**config.mk**
```make
export PLATFORM = sky130hd
export DESIGN_NAME = mem_read_unit
export DESIGN_NICKNAME = d
export VERILOG_FILES = /design/src/rtl/mem_read_unit.sv
export SDC_FILE = /design/constraint.sdc
export NUM_CORES = 1
export LEC_CHECK = 0
export ABC_AREA = 0
export CORE_MARGIN = 3
export CORE_UTILIZATION = 35
export CTS_CLUSTER_DIAMETER = 60
export CTS_CLUSTER_SIZE = 40
export DETAILED_ROUTE_END_ITERATION = 6
export PLACE_DENSITY = 0.69
export SYNTH_ARGS = -nofsm -noshare
export SYNTH_HDL_FRONTEND = slang
export SYNTH_SLANG_ARGS = --single-unit
export TNS_END_PERCENT = 5
```
**constraint.sdc**
```tcl
create_clock -name clock -period 2 [get_ports clock]
set_input_delay 0.4 -clock clock [delete_from_list [all_inputs] [get_ports clock]]
set_output_delay 0.4 -clock clock [all_outputs]
set_load 0.02 [all_outputs]
```
**src/rtl/mem_read_unit.sv**
```systemverilog
// -----------------------------------------------------------------------------
// mem_read_unit
//   Issues a single-word read to a memory with a ready/valid style acknowledge.
//   A read is accepted in IDLE, the address is latched and held for the whole
//   request, and the FSM waits up to TIMEOUT cycles in REQ for mem_ready.
//   Completion is flagged with a one-cycle done pulse; a timeout is flagged
//   with a one-cycle error pulse. DataOut keeps the last successfully read word.
//
// Ports
//   clock      : single clock, all state updates on the rising edge
//   clear      : synchronous active-low reset
//   rd_start   : read request, sampled only in IDLE
//   rd_addr    : read address, sampled together with rd_start
//   busy       : high whenever the FSM is not in IDLE
//   done       : one-cycle pulse on successful completion
//   error      : one-cycle pulse on timeout
//   DataOut    : last successfully read word
//   mem_addr   : latched read address presented to memory
//   mem_read   : read strobe to memory, high only in REQ
//   mem_ready  : memory data-valid acknowledge
//   mem_data   : memory read data, valid while mem_ready is high
// -----------------------------------------------------------------------------
module mem_read_unit #(
  parameter int DATA_W  = 32,
  parameter int ADDR_W  = 9,
  parameter int TIMEOUT = 15   // 1..255
) (
  input  logic              clock,
  input  logic              clear,
  input  logic              rd_start,
  input  logic [ADDR_W-1:0] rd_addr,
  output logic              busy,
  output logic              done,
  output logic              error,
  output logic [DATA_W-1:0] DataOut,
  output logic [ADDR_W-1:0] mem_addr,
  output logic              mem_read,
  input  logic              mem_ready,
  input  logic [DATA_W-1:0] mem_data
);

  typedef enum logic [1:0] {
    IDLE = 2'd0,
    REQ  = 2'd1,
    DONE = 2'd2,
    ERR  = 2'd3
  } state_e;

  // Counter value at which an unanswered REQ cycle turns into a timeout.
  localparam logic [7:0] CNT_LAST = 8'(TIMEOUT - 1);

  state_e              state_q, state_d;
  logic [ADDR_W-1:0]   addr_q,  addr_d;
  logic [DATA_W-1:0]   data_q,  data_d;
  logic [7:0]          cnt_q,   cnt_d;

  // State register.
  always_ff @(posedge clock) begin
    // NOTE: every register here is an ordinary flop (no memory array), so all
    // of them are cleared; clear wins over any pending transition.
    if (!clear) begin
      // NOTE: non-blocking assignments keep every flop sampling the
      // pre-edge values, so ordering inside this block does not matter.
      state_q <= IDLE;
      addr_q  <= '0;
      data_q  <= '0;
      cnt_q   <= '0;
    end else begin
      state_q <= state_d;
      addr_q  <= addr_d;
      data_q  <= data_d;
      cnt_q   <= cnt_d;
    end
  end

  // Next-state and datapath logic.
  always_comb begin
    // NOTE: defaults first so every path assigns every signal; otherwise
    // synthesis would infer latches to hold the missing cases.
    state_d = state_q;
    addr_d  = addr_q;
    data_d  = data_q;
    cnt_d   = cnt_q;

    unique case (state_q)
      IDLE: begin
        if (rd_start) begin
          addr_d  = rd_addr;
          cnt_d   = '0;
          state_d = REQ;
        end
      end
      REQ: begin
        // mem_ready is checked first so a late acknowledge on the final
        // allowed cycle still completes instead of timing out.
        if (mem_ready) begin
          data_d  = mem_data;
          state_d = DONE;
        end else if (cnt_q == CNT_LAST) begin
          state_d = ERR;
        end else begin
          cnt_d = cnt_q + 8'd1;
        end
      end
      DONE:    state_d = IDLE;
      ERR:     state_d = IDLE;
      default: state_d = IDLE;
    endcase
  end

  // Outputs: pure decodes of the registered state, so done and error are
  // glitch-free and mutually exclusive by construction.
  always_comb begin
    busy     = (state_q != IDLE);
    mem_read = (state_q == REQ);
    done     = (state_q == DONE);
    error    = (state_q == ERR);
    mem_addr = addr_q;
    DataOut  = data_q;
  end

endmodule

```
After elaboration in Yosys (flattened, before gate mapping)
Cells that the tools add are included.

word-level totals
  flip-flop bits (word level) = 51
  input port bits = 45
  output and inout port bits = 45
  logic and storage cells = 29

operators by class
  add/subtract/negate cells = 1
  eq/ne operators = 8
  mux-type cells = 8
  reduce and logical (&&, ||, !) cells = 8

operators with widths
  cell                                                                     count
  8-bit 2-to-1 mux                                                         3
  8-bit one-hot mux with 2 select lines                                    1
  8-bit by 1-bit adder with 8-bit output, second input constant            1
  8-bit by 4-bit equality test with 1-bit output, second input constant    1
  2-bit 2-to-1 mux                                                         3
  2-bit inequality test, second input constant                             3
  2-bit one-hot mux with 3 select lines                                    1
  2-bit AND reduction                                                      3
  2-bit equality test, second input constant                               2
  4-bit AND reduction                                                      1
  2-bit nonzero test                                                       2
  3-bit by 1-bit inequality test with 1-bit output, second input constant  1
  2-bit by 1-bit equality test with 1-bit output, second input constant    1
  2-bit zero test                                                          1
  2-bit OR reduction                                                       1

Logic depth before layout (Yosys ltp)
  depth after elaboration = 4
  gate-level depth with buffers = 7

Worst setup path after synthesis
OpenSTA, ideal clock, no wires.

  path kind = register to register
  from = register cnt_q[0]
  to = register cnt_q[1]
  setup time = 70 ps
  arrival time = 1,488 ps
  data required time = 1,930 ps
  setup slack = 441 ps
  cell stages (with the launch flop) = 7
  buffers on the path = 0
  clock period less this slack = 1,559 ps
  cells stage by stage = dfxtp_1 -> inv_1 -> ha_1 -> and4b_1 -> and3_1 -> or4_1 -> a21oi_1

on the way
  longest elaborated chain between the ends = 4
  elaborated cells on any way between the ends = 7
  those cells by class = 1 x add/sub; 2 x eq/ne; 3 x mux; 1 x reduce/logical

ends and longest elaborated chain
  what                                    RTL line  source
  start: declaration                      55        logic [7:0] cnt_q, cnt_d;
  start signal: assignment                72        cnt_q <= cnt_d;
  8-bit by 1-bit adder with 8-bit output  102       cnt_d = cnt_q + 8'd1;
  8-bit 2-to-1 mux                        99        end else if (cnt_q == CNT_LAST) begin
  8-bit 2-to-1 mux                        96        if (mem_ready) begin
  8-bit one-hot mux with 2 select lines   85        unique case (state_q)

Several ways; a longest one is shown, not always the timed one. The select of a mux whose other input is x is not followed.
A chain may end at the register's enable or synchronous reset.

Worst setup path in the final report
  from = register state_q[1]
  to = output port done

on the way
  longest elaborated chain between the ends = 1

ends and longest elaborated chain
  what                      RTL line  source
  start: declaration        52        state_e state_q, state_d;
  start signal: assignment  69        state_q <= state_d;
  2-bit equality test       116       done = (state_q == DONE);
  end: declaration          33        output logic done,

Every way passes these cells.

==> results.sh <==
export IMPL_status="completed"
export IMPL_synth_compound_area_share=0.176
export IMPL_synth_mux_area_frac=0
export IMPL_io_pins=90
export IMPL_cts_root_buf="clkbuf_8"
export IMPL_power_share_clock=0.288
export IMPL_antenna_found_initial=0
export IMPL_drv_cap=0
export IMPL_worstSetupPathDepth=2
export IMPL_setup_viol=0
export IMPL_synth_simple_area_share=0.247
export IMPL_wire_per_inst_um=12.9
export IMPL_fill_cells=514
export IMPL_arrival_ps=1500
export IMPL_dieWidth_um=80.3
export IMPL_synth_top_family_by_area="simple AND/OR/NAND/NOR gates"
export IMPL_cts_sinks=51
export IMPL_wirelength_um=5260
export IMPL_maxSlewViolCount=0
export IMPL_rr_startpoint="cnt_q[0]"
export IMPL_numPortBuffers=89
export IMPL_intPower_mw=1.48
export IMPL_cpLargestDelayFamily="buffers and inverters"
export IMPL_synth_cell_types=29
export IMPL_ys_seq_area_frac=0.528
export IMPL_yosys_register_bits=51
export IMPL_hold_class="reg -> reg"
export IMPL_grt_pass1_vias=1811
export IMPL_drc=0
export IMPL_fmax_ghz=0.526
export IMPL_synthCells=246
export IMPL_rsz0062_at_grt="no"
export IMPL_required_ps=1600
export IMPL_timing_final_hold_violations=0
export IMPL_synth_nets=293
export IMPL_grt_pass1_wl_um=8380
export IMPL_peakVddDrop_uv=356
export IMPL_path_max_fanout=7
export IMPL_postCtsSetupBuffers=0
export IMPL_grt_ovfl_total=0
export IMPL_tightestPinTransition_ps=383
export IMPL_num_rows=26
export IMPL_cts_tree="done"
export IMPL_clk_latency_ps=290
export IMPL_power_leakage_nw=1.08
export IMPL_synthAdderAreaFrac=0.0129
export IMPL_switchingPower_uw=516
export IMPL_slew_headroom=0.743
export IMPL_p_sw_frac=0.258
export IMPL_syn_avg_cell_area_um2=7.86
export IMPL_postRouteAntennaNets=0
export IMPL_grt_max_degree=33
export IMPL_initialDrtViolationCount=70
export IMPL_core_area_um2=5240
export IMPL_die_y_um=80.3
export IMPL_hpwl_um=3820
export IMPL_reg2regPathDepth=6
export IMPL_whs_ps=457
export IMPL_stdcell_count=408
export IMPL_drt_vias_per_instance=4.70
export IMPL_dp_cells=400
export IMPL_crit_chain="nor2b_1 -> clkdlybuf4s50_1"
export IMPL_slowest_delay_ps=610
export IMPL_yosys_area_share_xor_xnor=0
export IMPL_pwr_share_comb=0.174
export IMPL_yosys_warnings=0
export IMPL_powerDensity_nw_per_um2=663
export IMPL_post_route_period_util=0.950
export IMPL_cp_num_buf_inv=1
export IMPL_finalClockSkew_ps=4.96
export IMPL_reg2reg_to="cnt_q[1]"
export IMPL_htreeDepth=2
export IMPL_start_util=0.369
export IMPL_final_layout_size_suffix_gt1_frac=0.0533
export IMPL_cp_slowest_cell="clkdlybuf4s50_1"
export IMPL_sequentialPowerShare=0.538
export IMPL_die_area_um2=6450
export IMPL_r2r_setup_slack_ps=320
export IMPL_synth_area_um2=1930
export IMPL_crit_end="done"
export IMPL_startpoint_type="register"
export IMPL_clk_pin_slew_ps=90
export IMPL_fin_nets=384
export IMPL_drtPass1Iterations=6
export IMPL_cp_startpoint="state_q[1]"
export IMPL_grtUsageTotal=0.167
export IMPL_period_minus_slack_ps=1900
export IMPL_cts_made_buffers=5
export IMPL_clk_path_buf_depth=2
export IMPL_vias=1919
export IMPL_syn2layout_area_growth_pct=55.8
export IMPL_tns_ps=0
export IMPL_worstSetupEndpointType="primary output"
export IMPL_num_antenna_cells=0
export IMPL_gp_congestion=0.854
export IMPL_critical_path_class="reg -> out"
## cell families (layout without fill, tap and decap cells)
kind of cell             Yosys count  after routing
adder cells (fa/ha/maj)            2              2
flip-flops                        51             51
AO/OA/AOI/OAI                     62             62
buffers and inverters             17            109
AND/OR/NAND/NOR                  114            114
## placed cells by master (no fill, tap or decap)
cell and instances:
nand4_1 1, nand3b_1 1, buf_4 6, nor2_1 6, clkinv_2 1, a21oi_1 48, inv_2 1, dfxtp_2 1
and2_1 3, clkdlybuf4s50_1 88, nand3_1 4, nand2b_1 3, and4b_1 1, nand2_1 87, a31oi_1 3, and3_1 2
or2_2 1, o21a_1 2, dlygate4sd2_1 1, a41oi_1 2, a21o_1 1, clkbuf_8 5, buf_12 1, clkinvlp_4 1
or4_1 1, dfxtp_1 50, inv_1 4, o21ai_0 3, o21ai_1 1, nor2b_1 1, ha_1 2, nor3_1 3
a211o_1 1, a211oi_2 1, clkbuf_1 1
## registers in the layout, indices dropped and copies added, names as in the netlist
signal / count
mem_addr: 9
cnt_q: 8
DataOut: 32
state_q: 2
## worst register-to-register path: stages (launching register included)
cell,delay [ps]
dfxtp_1,370
inv_1,90
ha_1,190
and4b_1,230
and3_1,190
or4_1,400
a21oi_1,140
## area by class of cell
class / instances / area, um^2 / area share
well taps: 70 / 87.6 / 0.0291
repair buffers: 96 / 955 / 0.317
flip-flops and latches: 51 / 1020 / 0.339
clock inverters: 2 / 12.5 / 0.00415
inverters: 5 / 18.8 / 0.00623
clock buffers: 6 / 72.6 / 0.0241
multi-input cells: 178 / 843 / 0.280
## through the flow
stage | utilization | cell area [um^2] | setup slack (ps) | power (mW)
detailed placement | 0.559 | 2930 | 103 | 1.45
floorplan | - | 1930 | 441 | 1.25
global placement | 0.559 | 2930 | 136 | 1.45
CTS | 0.575 | 3010 | 93.6 | 2.03
finish | 0.575 | 3010 | 100 | 2.00
global route | 0.575 | 3010 | 42.5 | 2.10
## how the worst min path moves through the flow
stage / start / endpoint / depth (start not counted)
detailed placement: DataOut[4] / DataOut[4] / 2
CTS: DataOut[2] / DataOut[2] / 2
global route: DataOut[0] / DataOut[0] / 2
global placement: DataOut[3] / DataOut[3] / 2
floorplan: cnt_q[6] / cnt_q[6] / 1
finish: DataOut[14] / DataOut[14] / 2
## power groups by stage
stage / clock network (mW) / registers [mW] / logic [mW]
4_1_cts: 0.599 / 1.08 / 0.352
5_1_grt: 0.641 / 1.08 / 0.381
3_5_place_dp: 0 / 1.10 / 0.351
2_1_floorplan: 0 / 1.14 / 0.107
6_report: 0.575 / 1.07 / 0.348
3_3_place_gp: 0 / 1.10 / 0.350
## cell usage after synthesis
| master | number | share of area |
|---|---|---|
| nand2_1 | 87 | 0.17 |
| dfxtp_1 | 51 | 0.53 |
| a21oi_1 | 48 | 0.12 |
| nor2_1 | 6 | 0.012 |
| clkbuf_1 | 5 | 0.0097 |
| buf_2 | 4 | 0.010 |
| inv_1 | 4 | 0.0078 |
| nand3_1 | 4 | 0.010 |
| a31oi_1 | 3 | 0.0097 |
| and2_1 | 3 | 0.0097 |
| buf_1 | 3 | 0.0058 |
| nand2b_1 | 3 | 0.0097 |
| nor3_1 | 3 | 0.0078 |
| o21ai_0 | 3 | 0.0078 |
| a41oi_1 | 2 | 0.0091 |
| and3_1 | 2 | 0.0065 |
| ha_1 | 2 | 0.013 |
| o21a_1 | 2 | 0.0078 |
| a211o_1 | 1 | 0.0045 |
| a211oi_2 | 1 | 0.0065 |
| a21o_1 | 1 | 0.0039 |
| and4b_1 | 1 | 0.0052 |
| inv_2 | 1 | 0.0019 |
| nand3b_1 | 1 | 0.0039 |
| nand4_1 | 1 | 0.0032 |
| nor2b_1 | 1 | 0.0032 |
| o21ai_1 | 1 | 0.0026 |
| or2_2 | 1 | 0.0032 |
| or4_1 | 1 | 0.0039 |
## routing by layer
layer,track usage,share of wire,up-vias
li1,-,-,993
met5,0,0,-
met3,0.0695,0.10,4
met2,0.278,0.44,80
met4,0.0456,0.0093,0
met1,0.196,0.45,842
## what timing repair did
action / 4_1_cts / 5_1_grt
resized for setup: 2 / 0
hold endpoints to repair: 0 / 0
endpoints found under the setup margin: 1 / 0
hold buffers: 0 / 0
Note: power is estimated with default switching activity, not from simulation.
